File: config.mk
export PLATFORM = sky130hd
export DESIGN_NAME = gpu_cmd_queue
export DESIGN_NICKNAME = d
export VERILOG_FILES = /design/src/rtl/gpu_pkg.sv /design/src/rtl/gpu_cmd_fifo.sv /design/src/rtl/gpu_cmd_queue.sv
export SDC_FILE = /design/constraint.sdc
export NUM_CORES = 1
export LEC_CHECK = 0
export CORE_ASPECT_RATIO = 0.7
export CORE_UTILIZATION = 48
export CTS_CLUSTER_DIAMETER = 40
export DETAILED_ROUTE_END_ITERATION = 16
export PLACE_DENSITY = 0.83
export SLEW_MARGIN = 10
export SYNTH_ARGS = -nofsm -noshare
export SYNTH_HDL_FRONTEND = slang
export SYNTH_SLANG_ARGS = --single-unit
File: constraint.sdc
create_clock -name clk -period 3.2 [get_ports clk]
set_input_delay 0.96 -clock clk [delete_from_list [all_inputs] [get_ports clk]]
set_output_delay 0.96 -clock clk [all_outputs]
set_load 0.02 [all_outputs]
File: src/rtl/gpu_pkg.sv
// rtl/gpu_pkg.sv - shared GPU command constants, field positions and issue FSM states
package gpu_pkg;

  localparam logic [3:0] GPU_OP_READ = 4'b0000;
  localparam logic [3:0] GPU_OP_LOAD = 4'b0001;
  localparam logic [3:0] GPU_OP_EXEC = 4'b0010;

  localparam int GPU_OP_LSB  = 10;
  localparam int GPU_OP_MSB  = 13;
  localparam int GPU_LANE_W  = 16;
  localparam int GPU_CMD_W   = 32;
  localparam int GPU_DATA_W  = 4 * GPU_LANE_W;
  localparam int GPU_ENTRY_W = GPU_CMD_W + GPU_DATA_W;

  typedef enum logic [1:0] {
    IDLE,
    ISSUE,
    GAP
  } issue_state_t;

  // Opcode field of a host command word
  function automatic logic [3:0] gpu_opcode(input logic [GPU_CMD_W-1:0] cmd);
    return cmd[GPU_OP_MSB:GPU_OP_LSB];
  endfunction

  // Read commands return data and therefore need a free result register
  function automatic logic gpu_is_read(input logic [GPU_CMD_W-1:0] cmd);
    return gpu_opcode(cmd) == GPU_OP_READ;
  endfunction

endpackage

File: src/rtl/gpu_cmd_fifo.sv
// rtl/gpu_cmd_fifo.sv - command FIFO storage with wrap-around pointers and occupancy count
module gpu_cmd_fifo #(
  parameter int DEPTH = 4,
  parameter int WIDTH = 96
) (
  input  logic             clk,
  input  logic             rst_n,
  input  logic             wr_en,
  input  logic [WIDTH-1:0] wr_data,
  input  logic             rd_en,
  output logic [WIDTH-1:0] rd_data,
  output logic             full,
  output logic             empty
);

  localparam int AW = $clog2(DEPTH);
  localparam logic [AW:0] FULL_CNT = (AW + 1)'(DEPTH);

  logic [WIDTH-1:0] mem [DEPTH];
  logic [AW-1:0]    wr_ptr;
  logic [AW-1:0]    rd_ptr;
  logic [AW:0]      count;
  logic             do_wr;
  logic             do_rd;

  // A full FIFO refuses writes even when a read frees a slot in the same cycle
  assign full    = (count == FULL_CNT);
  assign empty   = (count == '0);
  assign do_wr   = wr_en && !full;
  assign do_rd   = rd_en && !empty;
  assign rd_data = mem[rd_ptr];

  // Storage is deliberately left unreset; only pointers and count define validity
  always_ff @(posedge clk) begin
    if (do_wr) begin
      mem[wr_ptr] <= wr_data;
    end
  end

  // Pointers wrap naturally because DEPTH is a power of two
  always_ff @(posedge clk or negedge rst_n) begin
    if (!rst_n) begin
      wr_ptr <= '0;
      rd_ptr <= '0;
      count  <= '0;
    end else begin
      if (do_wr) begin
        wr_ptr <= wr_ptr + 1'b1;
      end
      if (do_rd) begin
        rd_ptr <= rd_ptr + 1'b1;
      end
      case ({do_wr, do_rd})
        2'b10:   count <= count + 1'b1;
        2'b01:   count <= count - 1'b1;
        default: count <= count;
      endcase
    end
  end

endmodule

File: src/rtl/gpu_cmd_queue.sv
// rtl/gpu_cmd_queue.sv - host command queue issuing strobed requests to gpu_core
import gpu_pkg::*;

module gpu_cmd_queue #(
  parameter int DEPTH   = 4,
  parameter int TIMEOUT = 255
) (
  input  logic        clk,
  input  logic        rst_n,
  input  logic [31:0] in_cmd,
  input  logic [63:0] in_data,
  input  logic        in_valid,
  output logic        in_ready,
  output logic [31:0] command,
  output logic [63:0] data_in,
  output logic        stb,
  input  logic        ack,
  input  logic [63:0] data_out,
  output logic [63:0] res_data,
  output logic        res_valid,
  input  logic        res_ready,
  output logic        err,
  input  logic        err_clr
);

  localparam int TW = $clog2(TIMEOUT + 1);
  localparam logic [TW-1:0] TCNT_LAST = TW'(TIMEOUT - 1);

  issue_state_t           state;
  logic [TW-1:0]          tcnt;
  logic [GPU_ENTRY_W-1:0] head;
  logic [GPU_CMD_W-1:0]   head_cmd;
  logic [GPU_DATA_W-1:0]  head_data;
  logic                   fifo_full;
  logic                   fifo_empty;
  logic                   issue_ok;
  logic                   timeout_hit;
  logic                   pop;
  logic                   read_ack;

  assign head_cmd  = head[GPU_ENTRY_W-1:GPU_DATA_W];
  assign head_data = head[GPU_DATA_W-1:0];
  assign in_ready  = !fifo_full;

  // A read at the head waits for the host to take the previous result
  assign issue_ok    = !fifo_empty && !(gpu_is_read(head_cmd) && res_valid);
  assign timeout_hit = (state == ISSUE) && !ack && (tcnt == TCNT_LAST);
  assign pop         = (state == ISSUE) && (ack || timeout_hit);
  assign read_ack    = (state == ISSUE) && ack && gpu_is_read(command);

  gpu_cmd_fifo #(
    .DEPTH (DEPTH),
    .WIDTH (GPU_ENTRY_W)
  ) u_fifo (
    .clk     (clk),
    .rst_n   (rst_n),
    .wr_en   (in_valid),
    .wr_data ({in_cmd, in_data}),
    .rd_en   (pop),
    .rd_data (head),
    .full    (fifo_full),
    .empty   (fifo_empty)
  );

  // Issue FSM: present the head, hold it until ack or timeout, then one stb-low gap
  always_ff @(posedge clk or negedge rst_n) begin
    if (!rst_n) begin
      state   <= IDLE;
      stb     <= 1'b0;
      command <= '0;
      data_in <= '0;
      tcnt    <= '0;
    end else begin
      case (state)
        IDLE: begin
          if (issue_ok) begin
            command <= head_cmd;
            data_in <= head_data;
            stb     <= 1'b1;
            tcnt    <= '0;
            state   <= ISSUE;
          end
        end
        ISSUE: begin
          if (ack || timeout_hit) begin
            stb   <= 1'b0;
            tcnt  <= '0;
            state <= GAP;
          end else begin
            tcnt <= tcnt + 1'b1;
          end
        end
        GAP: begin
          state <= IDLE;
        end
        default: begin
          stb   <= 1'b0;
          state <= IDLE;
        end
      endcase
    end
  end

  // Result register: a new read ack wins over the host taking the old result
  always_ff @(posedge clk or negedge rst_n) begin
    if (!rst_n) begin
      res_valid <= 1'b0;
      res_data  <= '0;
    end else if (read_ack) begin
      res_valid <= 1'b1;
      res_data  <= data_out;
    end else if (res_valid && res_ready) begin
      res_valid <= 1'b0;
    end
  end

  // Sticky timeout flag: a timeout in the clearing cycle keeps it set
  always_ff @(posedge clk or negedge rst_n) begin
    if (!rst_n) begin
      err <= 1'b0;
    end else if (timeout_hit) begin
      err <= 1'b1;
    end else if (err_clr) begin
      err <= 1'b0;
    end
  end

endmodule

**Word level (Yosys, flattened, before mapping)**

Memory sizes are Yosys's and may differ from the RTL's.
Cells that the tools add are included.

- Register bits after elaboration: 180
- RAM bits: 384
- Memories kept: 1
- Output and inout port bits: 164
- Logic and storage cells: 69

Memory list:

| name | depth | bits a word | read ports | clocked after Yosys merged registers in | write ports | RTL line | text |
|---|---|---|---|---|---|---|---|
| u_fifo.mem | 4 | 96 | 1 | 0 | 1 | gpu_cmd_fifo.sv:19 | `logic [WIDTH-1:0] mem [DEPTH];` |

- Muxes and demuxes: 16
- Add/sub/neg operators: 5
- Equal/unequal tests: 8
- Reductions and logical operators: 27
- Bitwise logic cells: 1

Operator list:

| cell | number |
|---|---|
| $mux 8 | 2 |
| $pmux 8 s2 | 1 |
| $logic_and 1x1->1 | 10 |
| $add 8x1->8 const B | 1 |
| $eq 8x8->1 const B | 1 |
| $logic_not 4->1 | 2 |
| $mux 1 | 8 |
| $reduce_bool 2->1 | 4 |
| $pmux 3 s2 | 1 |
| $reduce_and 2->1 | 3 |
| $add 2x1->2 const B | 2 |
| $eq 2x1->1 const B | 2 |
| $eq 2x2->1 const B | 2 |
| $logic_not 1->1 | 4 |
| $mux 2 | 2 |
| $pmux 2 s2 | 1 |
| $add 3x1->3 const B | 1 |
| $eq 3x3->1 const B | 1 |
| $logic_not 3->1 | 1 |
| $pmux 1 s3 | 1 |
| $reduce_and 3->1 | 1 |
| $sub 3x1->3 const B | 1 |
| $logic_not 2->1 | 1 |
| $ne 2x1->1 const B | 1 |
| other kinds (3) | 3 |

**Logic depth before layout (Yosys ltp)**

- Depth after elaboration: 8
- Mapped depth: 11
- Gate-level depth less buffers: 11

**Cells and area by module**

From an unflattened synthesis, not the netlist that was laid out.

- Cell total of the unflattened synthesis: 958
- Area total of the unflattened synthesis: 20976.4 um2

By module, submodules not included:

| module | cells an instance | area an instance (um2) | seq. area each (um2) | times used |
|---|---|---|---|---|
| gpu_cmd_fifo | 540 | 14248.7 | 11706.2 | 1 |
| gpu_cmd_queue | 418 | 6727.7 | 4329.2 | 1 |

**Worst setup path after synthesis**

OpenSTA, ideal clock, no wires.

- Kind: input port to flip-flop
- From: input port in_valid
- To: memory u_fifo.mem[3][0] (enable)
- Data arrival time: 3.236 ns
- Buffers on the path: 0
- Setup slack: -0.502 ns
- Library setup time: 0.466 ns
- Stages: 1
- Required time: 2.734 ns
- Cells stage by stage: and3_1

- Cells in the longest elaborated chain, start to end: 3

RTL lines:

| element | RTL line | text |
|---|---|---|
| from (decl) | gpu_cmd_queue.sv:12 | `input logic in_valid,` |
| $logic_and 1x1->1 | gpu_cmd_fifo.sv:29 | `assign do_wr = wr_en && !full;` |
| $mux 1 | gpu_cmd_fifo.sv:35 | `if (do_wr) begin` |
| $mux 1 (implied by the code) | gpu_cmd_fifo.sv:36 | `mem[wr_ptr] <= wr_data;` |
| to (decl) | gpu_cmd_fifo.sv:19 |  |

Every way passes these cells.

**Worst setup path in the final report**

- From: register u_fifo.count[0]
- To: output port in_ready

- Cells in the longest elaborated chain, start to end: 2

RTL lines:

| element | RTL line | text |
|---|---|---|
| from (decl) | gpu_cmd_fifo.sv:22 | `logic [AW:0] count;` |
| from (signal assigned) | gpu_cmd_fifo.sv:54 | `2'b10: count <= count + 1'b1;` |
| from (signal assigned) | gpu_cmd_fifo.sv:55 | `2'b01: count <= count - 1'b1;` |
| from (signal assigned) | gpu_cmd_fifo.sv:56 | `default: count <= count;` |
| $eq 3x3->1 | gpu_cmd_fifo.sv:27 | `assign full = (count == FULL_CNT);` |
| $logic_not 1->1 | gpu_cmd_queue.sv:43 | `assign in_ready = !fifo_full;` |
| to (decl) | gpu_cmd_queue.sv:13 | `output logic in_ready,` |

Every way passes these cells.

==> insert_results.sql <==
INSERT INTO impl_metrics (metric_group, metric, value, unit) VALUES
('clocking', 'clock_tree.htree_level_count', '2', ''),
('layout', 'fillCellCount', '2911', ''),
('clocking', 'cts_sinks', '564', ''),
('routing', 'firstDrtPassIters', '5', ''),
('routing', 'postRouteWirelength', '42800', 'um'),
('floorplanning', 'die_width', '252', 'um'),
('floorplanning', 'rows', '63', ''),
('routing', 'drt.antenna.violating_nets', '0', ''),
('yosys', 'synth_cell_types', '38', ''),
('global_route', 'grt_use_met1', '26.5', '%'),
('timing', 'holdWs', '0.412', 'ns'),
('timing', 'setup-tns-final', '0', 'ns'),
('timing', 'finalCritPeriodShare', '91.4', '%'),
('yosys', 'synth.most_common_cell', 'sky130_fd_sc_hd__edfxtp_1', ''),
('global_route', 'grt_pass1_vias', '11000', ''),
('global_route', 'grt.met3_usage', '5.26', '%'),
('timing', 'fin_crit', '2.92', 'ns'),
('global_route', 'grt_overflow', '0', ''),
('timing', 'worst-slew-pin-transition', '0.775', 'ns'),
('floorplanning', 'ios', '330', ''),
('min_path', 'hold_class', 'input port to async pin', ''),
('timing', 'maxSlewViolCount', '0', ''),
('clocking', 'clk_transition_reported_paths', '0.06', 'ns'),
('global_route', 'grt_use_total', '19.4', '%'),
('worst_setup_path', 'endpoint_kind', 'output port', ''),
('timing', 'timing.max_slew.rel_slack', '48.4', '%'),
('outcome', 'outcome', 'finished clean', ''),
('layout', 'fin_nets', '1503', ''),
('yosys', 'synth_warnings', '0', ''),
('power_and_ir_drop', 'power-per-cell-area', '999', 'mW/mm2'),
('floorplanning', 'initial_utilization', '49.1', '%'),
('yosys', 'postSynthRegisterBits', '564', ''),
('timing', 'setup_viol', '0', ''),
('worst_setup_path', 'crit_buf_inv', '2', ''),
('yosys', 'synth_async_sr_flop_share', '31.9', '%'),
('clocking', 'ctsHoldBuffers', '0', ''),
('yosys', 'post_synth_main_area_contributors', 'sky130_fd_sc_hd__edfxtp_1, sky130_fd_sc_hd__dfrtp_1, sky130_fd_sc_hd__mux4_2, sky130_fd_sc_hd__mux2_2, sky130_fd_sc_hd__mux2_4', ''),
('timing', 'final_setup_skew', '0.0178', 'ns'),
('global_route', 'grt_util_met2', '30.8', '%'),
('clocking', 'clock_tree.root_cell', 'sky130_fd_sc_hd__clkbuf_16', ''),
('global_route', 'initial_antenna_violation_count', '8', ''),
('clocking', 'clockBufferDepth', '3', ''),
('timing', 'fmaxAchievable', '342', 'MHz'),
('yosys', 'seq_area_frac_synth', '76.6', '%'),
('routing', 'drcViolationCount', '0', ''),
('yosys', 'netlist.area_leader.share', '55.1', '%'),
('power_and_ir_drop', 'vdd_ir_drop_max', '0.740', 'mV'),
('placed_design', 'detailed_place_hpwl', '25800', 'um'),
('worst_setup_path', 'crit_path_cell_trace', 'inv_1 -> nand3_1 -> clkdlybuf4s50_1', ''),
('worst_setup_path', 'critPathTopFamily', 'buffers and inverters', ''),
('layout', 'layout-drive-gt1-share', '27.2', '%'),
('worst_setup_path', 'critical_path.slowest_cell', 'sky130_fd_sc_hd__clkdlybuf4s50_1', ''),
('clocking', 'post_cts_buffers', '0', ''),
('global_route', 'grt.busiest_layer', 'met2', ''),
('yosys', 'post_synthesis_mean_instance_area', '21.8', 'um2'),
('worst_setup_path', 'worst_setup_path_start_kind', 'flip-flop', ''),
('yosys', 'postSynthCellCount', '962', ''),
('global_route', 'grt_pass1_wl', '65500', 'um'),
('timing', 'final_hold_viol_count', '0', ''),
('clocking', 'clock_latency', '0.59', 'ns'),
('clocking', 'cts_resized', '0', ''),
('placed_design', 'gp_congestion', '0.721', ''),
('routing', 'first_iter_violations', '713', ''),
('clocking', 'numCtsBuffers', '56', ''),
('routing', 'via_per_inst', '5.31', ''),
('routing', 'num_vias', '10400', ''),
('layout', 'syn2layout_area_growth', '28.4', '%'),
('routing', 'drt-wirelength-per-cell', '21.7', 'um'),
('worst_setup_path', 'regToRegSetupSlack', '0.59', 'ns'),
('timing', 'rsz0062_at_grt', 'false', ''),
('worst_setup_path', 'worst_endpoint_data_arrival_time', '1.96', 'ns');
## final timing paths
kind,start,to,depth (start not counted)
max,u_fifo.count[0],in_ready,3
max reg2reg,tcnt[0],u_fifo.count[2],11
min,rst_n,command[30],1
min in group clk,command[2],command[2],1
min reg2reg,command[2],command[2],1
max in group asynchronous,rst_n,res_data[17],2
## per-stage QoR
stage                     power (mW)  utilization, %  instance area, um2  std cells  setup WS [ns]
after global placement          20.6            58.9               25100       1856          0.102
after detailed placement        20.9            58.9               25100       1856         0.0110
final                           26.9            63.0               26900       1968          0.277
after global routing            28.1            63.0               26900       1964          0.195
after CTS                       27.2            63.0               26900       1962          0.234
after floorplan                 16.9               -               20900        962          0.584
## where the power goes
| group | internal [mW] | leakage [nW] | switching [mW] | total (mW) |
|---|---|---|---|---|
| Combinational | 5.04 | 3.11 | 4.62 | 9.67 |
| Clock | 3.47 | 0.865 | 2.76 | 6.23 |
| Sequential | 10.1 | 5.70 | 0.890 | 11.0 |
## registers in the layout (all words and copies together), names as in the netlist
signal	flops
u_fifo.wr_ptr	2
u_fifo.rd_ptr	2
stb	1
res_valid	1
state	2
res_data	64
tcnt	8
err	1
command	32
u_fifo.mem	384
u_fifo.count	3
data_in	64
## layout by cell type, fill, tap and decap left out, drive strengths merged, types with 7 or more instances in the layout
master | synthesis | layout
inv | 10 | 15
edfxtp | 384 | 384
clkbuf | 24 | 74
clkinv | 0 | 24
mux2 | 161 | 161
buf | 18 | 22
dfrtp | 180 | 180
clkdlybuf4s50 | 0 | 328
o21ai | 12 | 12
nand2 | 13 | 13
mux4 | 95 | 95
ha | 7 | 7
## cells by family after synthesis
family / share of synthesized area [%]
compound gates: 0.824
xor+xnor: 0.251
fa+ha+maj: 0.514
buf+inv: 1.18
flops: 76.6
mux: 19.5
simple gates: 1.12
## per-layer routing
layer | routed length [um] | vias up
met1 | 18100 | 5459
met3 | 3050 | 71
met5 | 23 | -
met4 | 950 | 4
met2 | 20700 | 313
li1 | - | 4595
## layout make-up
cell class | instances | area, um2 | share of cell area, %
Sequential cell | 564 | 16000 | 59.7
Clock buffer | 73 | 1520 | 5.64
Timing Repair Buffer | 351 | 3600 | 13.4
Inverter | 10 | 37.5 | 0.140
Multi-Input combinational cell | 346 | 4680 | 17.4
Antenna cell | 6 | 15.0 | 0.0559
Tap cell | 585 | 732 | 2.72
Clock inverter | 33 | 255 | 0.949
No activity file was read; power rests on OpenSTA's default activity.
